==> src/rtl/core_run_ctrl.sv <==
// Core run controller: boot sequencing, RUN accounting and halt detection (idle loops, external halt, timeout).
// Define RUN_CTRL_LOOP2_EN to compile in the two-instruction loop detector.
module core_run_ctrl #(
   parameter int BOOT_CYCLES   = 2,
   parameter int STABLE_THRESH = 3,
   parameter int LOOP2_THRESH  = 4,
   parameter int MAX_CYCLES    = 2000
) (
   input  logic        clock,
   input  logic        reset,
   input  logic        start,
   input  logic        halt_req,
   input  logic [31:0] pc_current,
   input  logic [31:0] instruction_current,
   input  logic        stall,
   output logic        core_reset,
   output logic        core_enable,
   output logic [1:0]  state,
   output logic        halted,
   output logic [1:0]  halt_cause,
   output logic [31:0] cycle_count,
   output logic [31:0] instr_count,
   output logic [31:0] loop_pc
);

   typedef enum logic [1:0] {
      S_IDLE = 2'd0,
      S_BOOT = 2'd1,
      S_RUN  = 2'd2,
      S_HALT = 2'd3
   } state_t;

   state_t      cur_st, nxt_st;
   logic [31:0] boot_cnt;
   logic [31:0] prev_pc, prev_instr, rep_cnt, rep_inc;
   logic        hist1;
   logic [31:0] cyc_inc, ins_inc;
   logic        instr_valid, single_hit, loop2_hit, timeout_hit;
   logic        halt_any, enter_boot;
   logic [1:0]  cause_sel;

   always_comb begin
      cyc_inc     = (cycle_count == 32'hFFFF_FFFF) ? cycle_count : cycle_count + 32'd1;
      ins_inc     = (instr_count == 32'hFFFF_FFFF) ? instr_count : instr_count + 32'd1;
      instr_valid = (instruction_current != 32'h0000_0013) && !stall;
      rep_inc     = (hist1 && pc_current == prev_pc && instruction_current == prev_instr)
                    ? rep_cnt + 32'd1 : 32'd0;
      single_hit  = (rep_inc != 32'd0) && (rep_inc == 32'(STABLE_THRESH));
      timeout_hit = (cyc_inc == 32'(MAX_CYCLES));
      halt_any    = halt_req || single_hit || loop2_hit || timeout_hit;
      if (halt_req)        cause_sel = 2'd0;
      else if (single_hit) cause_sel = 2'd1;
      else if (loop2_hit)  cause_sel = 2'd2;
      else                 cause_sel = 2'd3;
   end

`ifdef RUN_CTRL_LOOP2_EN
   logic [31:0] pc_d2, m_cnt, m_inc;
   logic [1:0]  hist2;

   always_comb begin
      m_inc     = (hist2 == 2'd2 && pc_current == pc_d2) ? m_cnt + 32'd1 : 32'd0;
      loop2_hit = (m_inc != 32'd0) && (m_inc == 32'(LOOP2_THRESH));
   end

   // prev_pc doubles as the one-back PC; only the two-back entry lives here
   always_ff @(posedge clock or posedge reset) begin
      if (reset) begin
         pc_d2 <= '0;
         m_cnt <= '0;
         hist2 <= '0;
      end else if (enter_boot) begin
         pc_d2 <= '0;
         m_cnt <= '0;
         hist2 <= '0;
      end else if (cur_st == S_RUN) begin
         pc_d2 <= prev_pc;
         m_cnt <= m_inc;
         if (hist2 != 2'd2) hist2 <= hist2 + 2'd1;
      end
   end
`else
   assign loop2_hit = 1'b0;
`endif

   always_ff @(posedge clock or posedge reset) begin
      if (reset) cur_st <= S_IDLE;
      else       cur_st <= nxt_st;
   end

   always_comb begin
      nxt_st      = cur_st;
      core_reset  = 1'b0;
      core_enable = 1'b0;
      halted      = 1'b0;
      enter_boot  = 1'b0;
      case (cur_st)
         S_IDLE: begin
            core_reset = 1'b1;
            if (start) begin
               nxt_st     = S_BOOT;
               enter_boot = 1'b1;
            end
         end
         S_BOOT: begin
            core_reset = 1'b1;
            if (boot_cnt == 32'(BOOT_CYCLES - 1)) nxt_st = S_RUN;
         end
         S_RUN: begin
            core_enable = 1'b1;
            if (halt_any) nxt_st = S_HALT;
         end
         S_HALT: begin
            halted = 1'b1;
            if (start) begin
               nxt_st     = S_BOOT;
               enter_boot = 1'b1;
            end
         end
         default: nxt_st = S_IDLE;
      endcase
   end

   assign state = cur_st;

   always_ff @(posedge clock or posedge reset) begin
      if (reset) begin
         boot_cnt    <= '0;
         cycle_count <= '0;
         instr_count <= '0;
         loop_pc     <= '0;
         halt_cause  <= '0;
         prev_pc     <= '0;
         prev_instr  <= '0;
         rep_cnt     <= '0;
         hist1       <= 1'b0;
      end else if (enter_boot) begin
         boot_cnt    <= '0;
         cycle_count <= '0;
         instr_count <= '0;
         loop_pc     <= '0;
         halt_cause  <= '0;
         prev_pc     <= '0;
         prev_instr  <= '0;
         rep_cnt     <= '0;
         hist1       <= 1'b0;
      end else if (cur_st == S_BOOT) begin
         boot_cnt <= boot_cnt + 32'd1;
      end else if (cur_st == S_RUN) begin
         cycle_count <= cyc_inc;
         if (instr_valid) instr_count <= ins_inc;
         prev_pc    <= pc_current;
         prev_instr <= instruction_current;
         rep_cnt    <= rep_inc;
         hist1      <= 1'b1;
         if (halt_any) begin
            halt_cause <= cause_sel;
            loop_pc    <= pc_current;
         end
      end
   end

endmodule

==> config.mk <==
export PLATFORM = sky130hd
export DESIGN_NAME = core_run_ctrl
export DESIGN_NICKNAME = d
export VERILOG_FILES = /design/src/rtl/core_run_ctrl.sv
export SDC_FILE = /design/constraint.sdc
export NUM_CORES = 1
export LEC_CHECK = 0
export ABC_CLOCK_PERIOD_IN_PS = 23300
export CAP_MARGIN = 5
export CORE_ASPECT_RATIO = 1.5
export CORE_UTILIZATION = 29
export DETAILED_ROUTE_END_ITERATION = 12
export HOLD_SLACK_MARGIN = 0.1
export MAX_ROUTING_LAYER = met4
export PLACE_DENSITY_LB_ADDON = 0.12
export SLEW_MARGIN = 30
export SYNTH_ARGS = -nofsm -noshare
export SYNTH_HDL_FRONTEND = slang
export SYNTH_SLANG_ARGS = --single-unit
==> constraint.sdc <==
create_clock -name clock -period 23.3 [get_ports clock]
set_input_delay 3.495 -clock clock [delete_from_list [all_inputs] [get_ports clock]]
set_output_delay 3.495 -clock clock [all_outputs]
set_load 0.005 [all_outputs]
==> flow_summary.json, run 1 <==
{
  "cp.required_ps": 23750,
  "post-cts-setup-buffers": 0,
  "synthTopCellsByArea": "dfrtp_1 (45%), nand2_1 (5.4%), xor2_1 (4.8%), a22o_1 (4.1%), o21ai_0 (3.8%)",
  "synth_nets": 1452,
  "status": "complete, no violations",
  "cp_slowest_cell": "or4_1",
  "grt_usage_pct": 19.0,
  "grt_pass1_wl_um": 64200,
  "clock_tree.root_cell": "clkbuf_16",
  "ir_worst_vdd_mv": 0.0534,
  "syn-cell-area_um2": 12600,
  "fmax_mhz": 151,
  "initial_core_util_pct": 29.4,
  "routed_wl_um": 40000,
  "yosys.area.top_type_share_pct": 45.4,
  "cp-startpoint": "pc_current[28]",
  "syn_avg_cell_area_um2": 9.19,
  "pwr_density_cell_nw_per_um2": 89.2,
  "max_stage_delay_ps": 580,
  "synth_edf_count": 0,
  "vias_per_cell": 5.16,
  "crit_path_end": "halt_cause[1]",
  "grt_antenna_before_repair": 1,
  "cts_buffers": 28,
  "critPathBufInv": 2,
  "vias": 10800,
  "seq_area_frac_synth_pct": 45.4,
  "report.final.slew_viol_count": 0,
  "yosys.cell_count.top_type": "dfrtp_1",
  "drcViolationCount": 0,
  "ff2ff_setup_slack_ps": 18990,
  "period_needed_ps": 6620,
  "synthFlopType": "dfrtp_1",
  "critPathCaptureType": "flop",
  "setup-violations-final": 0,
  "startpoint_type": "primary input",
  "postCtsHoldBufs": 0,
  "setup_ws_ps": 16680,
  "fin_crit_sh_pct": 28.4,
  "die_h_um": 257,
  "cts.repair.resized": 0,
  "hold_viol_final": 0,
  "drt_iter0_drc": 501,
  "first_pass_iters": 4,
  "slew_headroom_pct": 40.1,
  "cp_data_arrival_time_ps": 7070,
  "ys_seq_elements": 229,
  "synth_largest_area_cell": "dfrtp_1",
  "grt_max_degree": 117,
  "worst-path-stages": 11,
  "cp_max_fo": 34,
  "grt_overflow_total": 0,
  "path_cells": "clkdlybuf4s50_1, xnor2_1, nand4_1, nor4_1, nand4_1, or4_1, or4_1, nand2b_1, o21ai_4, buf_4, a31o_1",
  "wl_per_cell_um": 19.1,
  "synth_cells": 1373,
  "drtAntennaViolNets": 0,
  "hold_class": "reg -> reg",
  "dp_hpwl_um": 27500,
  "drive_gt1_share_pct": 6.21,
  "place_area_um2": 14900,
  "dp_slack_ps": 16020,
  "timing.rr.start": "cycle_count[9]",
  "gp_congestion": 0.812,
  "ctsLongestPathBuffers": 3,
  "syn2layout_area_growth_pct": 25.7,
  "numClockSinks": 229,
  "p_leak_nw": 6.66,
  "setup_tns_ps": 0,
  "grt_pass1_vias": 10900,
  "maxCapViolCount": 0,
  "fin_area_um2": 15900,
  "ios": 172,
  "rr_worst_depth": 10,
  "tightest_slew_ps": 891,
  "num_rows": 93,
  "crit_type": "in -> reg",
  "core_area_um2": 42900,
  "ys_types": 71,
  "synth_common_cells": "dfrtp_1 (229), nand2_1 (182), nor2_1 (103)",
  "clk_latency_ps": 570,
  "clk_pin_slew_ps": 60,
  "async_flop_share_pct": 100,
  "cts_tree": "done",
  "grt_setup_unrepaired": "no",
  "yosys_warnings": 0,
  "dieWidth_um": 172,
  "r2r_end": "halt_cause[1]",
  "num-nets-final": 1586,
  "dieArea_um2": 44300,
  "io_buffer_count": 171,
  "htree_num_levels": 1,
  "crit_family": "simple AND/OR/NAND/NOR gates",
  "skew_ps": 15.7
}
## per-stage QoR
stage	utilization, %	power (W)	hold slack (ps)	cells
6_report	36.9	0.00141	504	2100
5_1_grt	36.9	0.00150	538	2100
4_1_cts	36.9	0.00144	511	2098
3_5_place_dp	34.6	0.000970	497	2046
3_3_place_gp	34.6	0.000965	489	2046
2_1_floorplan	-	0.000768	460	1373
## worst min-delay path by stage
| stage | start | endpoint | slack, ps | cells after the start |
|---|---|---|---|---|
| floorplan | hist1 | hist1 | 460 | 2 |
| global placement | prev_pc[19] | prev_pc[19] | 490 | 2 |
| detailed placement | rep_cnt[31] | rep_cnt[31] | 500 | 2 |
| CTS | rep_cnt[31] | rep_cnt[31] | 510 | 2 |
| global route | prev_instr[23] | prev_instr[23] | 540 | 1 |
| finish | hist1 | hist1 | 500 | 2 |
## worst register-to-register path, cell delays in order, from the launching register on
cell       delay (ps)
dfrtp_1           570
and3_1            350
nand4_1           490
nor3_2            700
nor3_1            190
a2111oi_2         310
nand4_1           250
nor4_2            670
o21ai_4            60
buf_4             330
a31o_1            290
## registers in the layout, summed over array words and instances, names as in the netlist
signal       count
boot_cnt        32
state            2
instr_count     32
prev_instr      32
loop_pc         32
halt_cause       2
cycle_count     32
rep_cnt         32
prev_pc         32
hist1            1
## cells in the final DEF, fill, tap and decap left out, types with 11 or more instances in the layout
cell,count
dfrtp_1,229
nand2_1,182
clkdlybuf4s50_1,171
nor2_1,100
o21ai_0,96
xor2_1,69
nand3_1,65
nand4_1,59
a22o_1,59
xnor2_1,49
mux2i_1,38
and3_1,34
o31ai_1,32
a21oi_1,29
nor4_1,28
clkbuf_16,28
inv_1,26
nor3_1,24
nand2b_1,16
or3_1,15
buf_4,13
and4_1,11
## metal layers
layer | share of wire [%] | global-route usage (%)
met2 | 52 | 32.4
met3 | 4.6 | 3.25
met1 | 41 | 22.7
met4 | 2.2 | 5.11
met5 | 0 | -
## logic make-up after synthesis
logic type | count (synthesis) | synth area share [%]
xor gates and xnor gates | 118 | 8.19
AOI/OAI and AO/OA | 285 | 15.4
muxes | 41 | 3.28
buffers and inverters | 110 | 3.54
DFF | 229 | 45.4
adders and majority gates | 10 | 0.992
and+or+nand+nor | 580 | 23.2
## power breakdown
part	switching [W]	internal (W)	total [W]
sequential	0.0000455	0.000463	0.000509
clock	0.000183	0.000274	0.000458
combinational	0.000264	0.000185	0.000448
total	0.000492	0.000922	0.00141
## area by class of cell
cell class                 count  area [µm²]
sequential                   229        5730
multi-input combinational   1034        6470
clock inverter                11         123
antenna                        1        2.50
clock buffer                  41         850
fill                        4359       27100
timing repair buffer         187        1860
tap                          570         713
inverter                      27         109
Note: power is estimated with default switching activity, not from simulation.
==> inputs of run 2 (changes only) <==
--- a/config.mk
+++ b/config.mk
@@ -5,7 +5,7 @@
 export SDC_FILE = /design/constraint.sdc
 export NUM_CORES = 1
 export LEC_CHECK = 0
-export ABC_CLOCK_PERIOD_IN_PS = 23300
+export ABC_CLOCK_PERIOD_IN_PS = 6300
 export CAP_MARGIN = 5
 export CORE_ASPECT_RATIO = 1.5
 export CORE_UTILIZATION = 29
==> constraint.sdc (replaced) <==
create_clock -name clock -period 6.3 [get_ports clock]
set_input_delay 0.945 -clock clock [delete_from_list [all_inputs] [get_ports clock]]
set_output_delay 0.945 -clock clock [all_outputs]
set_load 0.005 [all_outputs]
==> run 2 against run 1 <==
Total power rose to 3.7 times the previous value; worst hold slack got worse by 4.7 ps; highest routed layer unchanged; setup slack worse by 15000 ps; global-route usage shrank 0.14 points; combinational power grew to 3.7 times the previous value; routed wire length fell by 0.16%; largest cell class unchanged; largest power group unchanged.
==> flow_summary.json, run 2 (synthesis gave the netlist of run 1 again) <==
{
  "cts.repair.resized": 0,
  "syn2layout_area_growth_pct": 25.7,
  "max_stage_delay_ps": 680,
  "grt_max_degree": 124,
  "grt_usage_pct": 18.8,
  "maxCapViolCount": 0,
  "die_h_um": 257,
  "post-cts-setup-buffers": 0,
  "gp_congestion": 0.820,
  "timing.rr.start": "cycle_count[9]",
  "crit_type": "reg -> reg",
  "seq_power_share_pct": 36.3,
  "drt_iter0_drc": 624,
  "path_cells": "and3_1, nand4_1, nor3_1, and3_1, xnor2_1, nand4_1, nor4_2, o21ai_4, buf_4, mux2i_1",
  "min_to": "hist1",
  "clock_tree.root_cell": "clkbuf_16",
  "cp.required_ps": 6730,
  "drive_gt1_share_pct": 6.21,
  "place_area_um2": 14900,
  "num-nets-final": 1587,
  "drcViolationCount": 0,
  "mostFrequentLayoutCell": "dfrtp_1",
  "fmax_mhz": 233,
  "place_inst": 2047,
  "power.total_w": 0.00520,
  "ios": 172,
  "holdPathStages": 2,
  "pwr_density_cell_nw_per_um2": 328,
  "io_buffer_count": 171,
  "period_needed_ps": 4290,
  "switchingPower_w": 0.00182,
  "slew_headroom_pct": 40.7,
  "tightest_slew_ps": 886,
  "vias_per_cell": 5.22,
  "setup-violations-final": 0,
  "first_pass_iters": 5,
  "rr_worst_depth": 10,
  "fin_area_um2": 15800,
  "grt_overflow_total": 0,
  "ctsLongestPathBuffers": 3,
  "clk_latency_ps": 570,
  "grt_pass1_wl_um": 63400,
  "num_rows": 93,
  "fin_crit_sh_pct": 68.1,
  "fin_cells": 2103,
  "cp_max_fo": 27,
  "numClockSinks": 229,
  "vias": 11000,
  "postCtsHoldBufs": 0,
  "combPwrFrac_pct": 31.7,
  "htree_num_levels": 1,
  "grt_pass1_vias": 11100,
  "grt_antenna_before_repair": 3,
  "initial_core_util_pct": 29.4,
  "ff2ff_setup_slack_ps": 2010,
  "r2r_end": "loop_pc[0]",
  "report.final.slew_viol_count": 0,
  "core_area_um2": 42900,
  "status": "complete, no violations",
  "startpoint_type": "flop",
  "hold_class": "reg -> reg",
  "final_cell_mix": "dfrtp_1 (229), nand2_1 (181), clkdlybuf4s50_1 (171), nor2_1 (100), o21ai_0 (96)",
  "hp-start": "hist1",
  "critPathCaptureType": "flop",
  "power_switching_share_pct": 35.0,
  "pwr-share-clk_pct": 32.0,
  "setup_tns_ps": 0,
  "power.internal_w": 0.00338,
  "cts_buffers": 28,
  "cts_tree": "done",
  "holdWs_ps": 500,
  "clk_pin_slew_ps": 60,
  "routed_wl_um": 40000,
  "wl_per_cell_um": 19.0,
  "skew_ps": 23.7,
  "p_leak_nw": 6.65,
  "dp_hpwl_um": 28100,
  "dieArea_um2": 44300,
  "dieWidth_um": 172,
  "drtAntennaViolNets": 0,
  "grt_setup_unrepaired": "no",
  "cp_data_arrival_time_ps": 4720,
  "hold_viol_final": 0,
  "ir_worst_vdd_mv": 0.191,
  "cp_slowest_cell": "nor3_1"
}
==> run 2: changes by cell type in the layout (fill, tap and decap cells not counted), sizes merged <==
cell / before / now
buf: 16 / 17
clkbuf: 41 / 40
clkinv: 8 / 7
clkinvlp: 1 / 4
diode: 1 / 3
inv: 27 / 26
==> run 2: routing by layer <==
metal / track usage (%) / routed length, µm / vias up / part of all wire [%]
li1: - / - / 5268 / -
met1: 22.3 / 16500 / 5400 / 41
met2: 32.2 / 20500 / 239 / 51
met3: 2.88 / 1850 / 66 / 4.6
met4: 6.10 / 1080 / 0 / 2.7
met5: - / 0 / - / 0
==> run 2: worst max path at each step <==
stage / endpoint / slack [ps] / from
6_report: loop_pc[0] / 2010 / cycle_count[9]
2_1_floorplan: boot_cnt[0] / 2360 / reset
5_1_grt: loop_pc[0] / 1700 / cycle_count[9]
3_5_place_dp: loop_pc[0] / 1550 / pc_current[28]
3_3_place_gp: loop_pc[6] / 1630 / pc_current[28]
4_1_cts: loop_pc[0] / 1940 / cycle_count[9]
==> run 2: cell type report <==
cell class | count | area (µm²)
tap | 570 | 713
fill | 4382 | 27100
clock buffer | 40 | 816
clock inverter | 12 | 129
inverter | 27 | 105
multi-input combinational | 1034 | 6480
sequential | 229 | 5730
timing repair buffer | 188 | 1860
antenna | 3 | 7.51
==> run 2: power by group through the flow <==
stage | Combinational, W | Clock (W) | Sequential (W)
floorplan | 0.000958 | 0 | 0.00188
global placement | 0.00166 | 0 | 0.00191
detailed placement | 0.00168 | 0 | 0.00191
CTS | 0.00168 | 0.00172 | 0.00189
global route | 0.00183 | 0.00177 | 0.00192
finish | 0.00165 | 0.00166 | 0.00189
==> run 2: critical path, delay by kind of cell, from the launching register on <==
| kind | cells | cell delay [ps] |
|---|---|---|
| DFF | 1 | 580 |
| AOI/OAI and AO/OA | 1 | 200 |
| xor gates and xnor gates | 1 | 190 |
| and+or+nand+nor | 6 | 2660 |
| muxes | 1 | 180 |
| buffers and inverters | 1 | 340 |
==> run 2: per-stage QoR <==
stage | setup WS (ps) | util [%]
after CTS | 1940 | 36.8
after global placement | 1630 | 34.6
after floorplan | 2360 | -
after global routing | 1700 | 36.9
final | 2010 | 36.9
after detailed placement | 1550 | 34.6
==> inputs of run 3 (changes only) <==
--- a/config.mk
+++ b/config.mk
@@ -5,7 +5,7 @@
 export SDC_FILE = /design/constraint.sdc
 export NUM_CORES = 1
 export LEC_CHECK = 0
-export ABC_CLOCK_PERIOD_IN_PS = 6300
+export ABC_CLOCK_PERIOD_IN_PS = 3500
 export CAP_MARGIN = 5
 export CORE_ASPECT_RATIO = 1.5
 export CORE_UTILIZATION = 29
==> constraint.sdc (replaced) <==
create_clock -name clock -period 3.5 [get_ports clock]
set_input_delay 0.525 -clock clock [delete_from_list [all_inputs] [get_ports clock]]
set_output_delay 0.525 -clock clock [all_outputs]
set_load 0.005 [all_outputs]
==> run 3 against run 2 <==
Setup slack worse by 1900 ps; total power is 83% higher; combinational power is 99% higher; flip-flop and latch count stayed put; sequential share of layout area is 2.4 points lower; worst hold slack worse by 58 ps; critical path depth is 1 higher; non-clock buffer count is 136 higher; count of clock-buffer cells in the layout is 1 higher; die area stayed put; highest routed layer unchanged.
==> flow_summary.json, run 3 (synthesis gave the netlist of run 1 again) <==
{
  "hold_class": "in -> async",
  "grt_antenna_before_repair": 0,
  "power.internal_w": 0.00625,
  "clock_tree.root_cell": "clkbuf_16",
  "nFillCells": 4281,
  "cts_buffers": 26,
  "grt_usage_pct": 19.9,
  "num_rows": 93,
  "cts_tree": "done",
  "vias": 11500,
  "grt_max_degree": 83,
  "vias_per_cell": 5.14,
  "post-route-util_pct": 39.6,
  "grt_pass1_vias": 11600,
  "dieArea_um2": 44300,
  "clk_latency_ps": 550,
  "seq_power_share_pct": 35.5,
  "crit_type": "in -> reg",
  "postCtsHoldBufs": 0,
  "wl_per_cell_um": 19.0,
  "critPathCaptureType": "flop",
  "grt_pass1_wl_um": 67200,
  "clk_pin_slew_ps": 60,
  "place_area_um2": 16000,
  "period_needed_ps": 3410,
  "antenna_cells": 0,
  "dp_hpwl_um": 30800,
  "report.final.slew_viol_count": 0,
  "drive_gt1_share_pct": 14.4,
  "startpoint_type": "primary input",
  "skew_ps": 14.6,
  "switchingPower_w": 0.00330,
  "die_h_um": 257,
  "status": "complete, no violations",
  "core_area_um2": 42900,
  "mostFrequentLayoutCell": "dfrtp_1",
  "tightest_slew_ps": 707,
  "htree_num_levels": 1,
  "setup_ws_ps": 85.1,
  "first_pass_iters": 5,
  "gp_congestion": 0.913,
  "ir_worst_vdd_mv": 0.318,
  "syn2layout_area_growth_pct": 34.8,
  "dieWidth_um": 172,
  "io_buffer_count": 171,
  "dp_slack_ps": -515,
  "holdWs_ps": 441,
  "routed_wl_um": 42400,
  "fin_crit_sh_pct": 97.6,
  "pwr_density_cell_nw_per_um2": 561,
  "initial_core_util_pct": 29.4,
  "drcViolationCount": 0,
  "grt_overflow_total": 0,
  "fmax_mhz": 293,
  "cp_max_fo": 16,
  "combPwrFrac_pct": 34.4,
  "final_cell_mix": "dfrtp_1 (228), nand2_1 (181), clkdlybuf4s50_1 (171), buf_4 (141), nor2_1 (100)",
  "pwr-share-clk_pct": 30.1,
  "power_switching_share_pct": 34.5,
  "drt_iter0_drc": 647,
  "fin_area_um2": 17000,
  "drtAntennaViolNets": 0,
  "numClockSinks": 229,
  "hold_viol_final": 0,
  "cp_data_arrival_time_ps": 3840,
  "num-nets-final": 1721,
  "grt_setup_unrepaired": "yes",
  "slew_headroom_pct": 52.8,
  "p_leak_nw": 7.36,
  "ctsLongestPathBuffers": 3,
  "setup-violations-final": 0,
  "maxCapViolCount": 0,
  "cp.required_ps": 3920,
  "ios": 172
}
==> run 3: changes by cell type in the layout (fill, tap and decap cells not counted), sizes merged <==
cell      delta
buf        +135
clkbuf       +2
diode        -3
clkinvlp     -2
clkinv       -3
==> run 3: cell type report <==
cell class	instances	area (µm²)	area share, %
clock buffers	41	808	4.75
clock inverters	7	87.6	0.515
inverters	27	105	0.618
multi-input cells	1034	6540	38.5
flip-flops and latches	229	5730	33.7
well taps	570	713	4.19
repair buffers	324	3010	17.7
==> run 3: worst max-delay path, stage by stage <==
cell and delay (ps):
clkdlybuf4s50_1 480, xnor2_1 300, nand4_1 150, nor4_2 350, nand4_1 240, or4_1 570
or4_1 550, nand2b_1 190, o21ai_4 120, clkbuf_16 220, mux2i_1 130
==> run 3: worst paths after layout <==
path	from	cells past startpoint	slack (ps)	endpoint
max	pc_current[16]	11	90	loop_pc[23]
min	reset	2	440	loop_pc[22]
max reg2reg	cycle_count[0]	12	100	loop_pc[23]
min reg2reg	rep_cnt[31]	2	510	rep_cnt[31]
max in group asynchronous	reset	3	2190	instr_count[29]
min in group clock	rep_cnt[31]	2	510	rep_cnt[31]
==> run 3: routing by layer <==
metal	track usage, %	routed length, µm	vias up
met1	23.8	17500	5652
met5	-	0	-
met4	5.83	987	0
li1	-	-	5513
met2	34.4	22100	241
met3	2.89	1800	61
==> run 3: power by group through the flow <==
| stage | logic [W] | clock network [W] | registers (W) |
|---|---|---|---|
| finish | 0.00328 | 0.00287 | 0.00339 |
| floorplan | 0.00172 | 0 | 0.00339 |
| global placement | 0.00326 | 0 | 0.00343 |
| detailed placement | 0.00332 | 0 | 0.00344 |
| global route | 0.00363 | 0.00308 | 0.00345 |
| CTS | 0.00333 | 0.00297 | 0.00340 |
==> run 3: what timing repair did <==
item,CTS,global route
buffers inserted,0,5
pin swaps,1,7
resized for setup,1,17
setup endpoints to repair,24,36
gates cloned,0,1
==> run 3: per-stage QoR <==
step / setup TNS, ps / total power, W / std cells
CTS: 0 / 0.00970 / 2226
detailed placement: -20130 / 0.00676 / 2178
floorplan: -4340 / 0.00511 / 1373
global route: -24.1 / 0.0102 / 2232
global placement: -19190 / 0.00669 / 2177
finish: 0 / 0.00954 / 2232
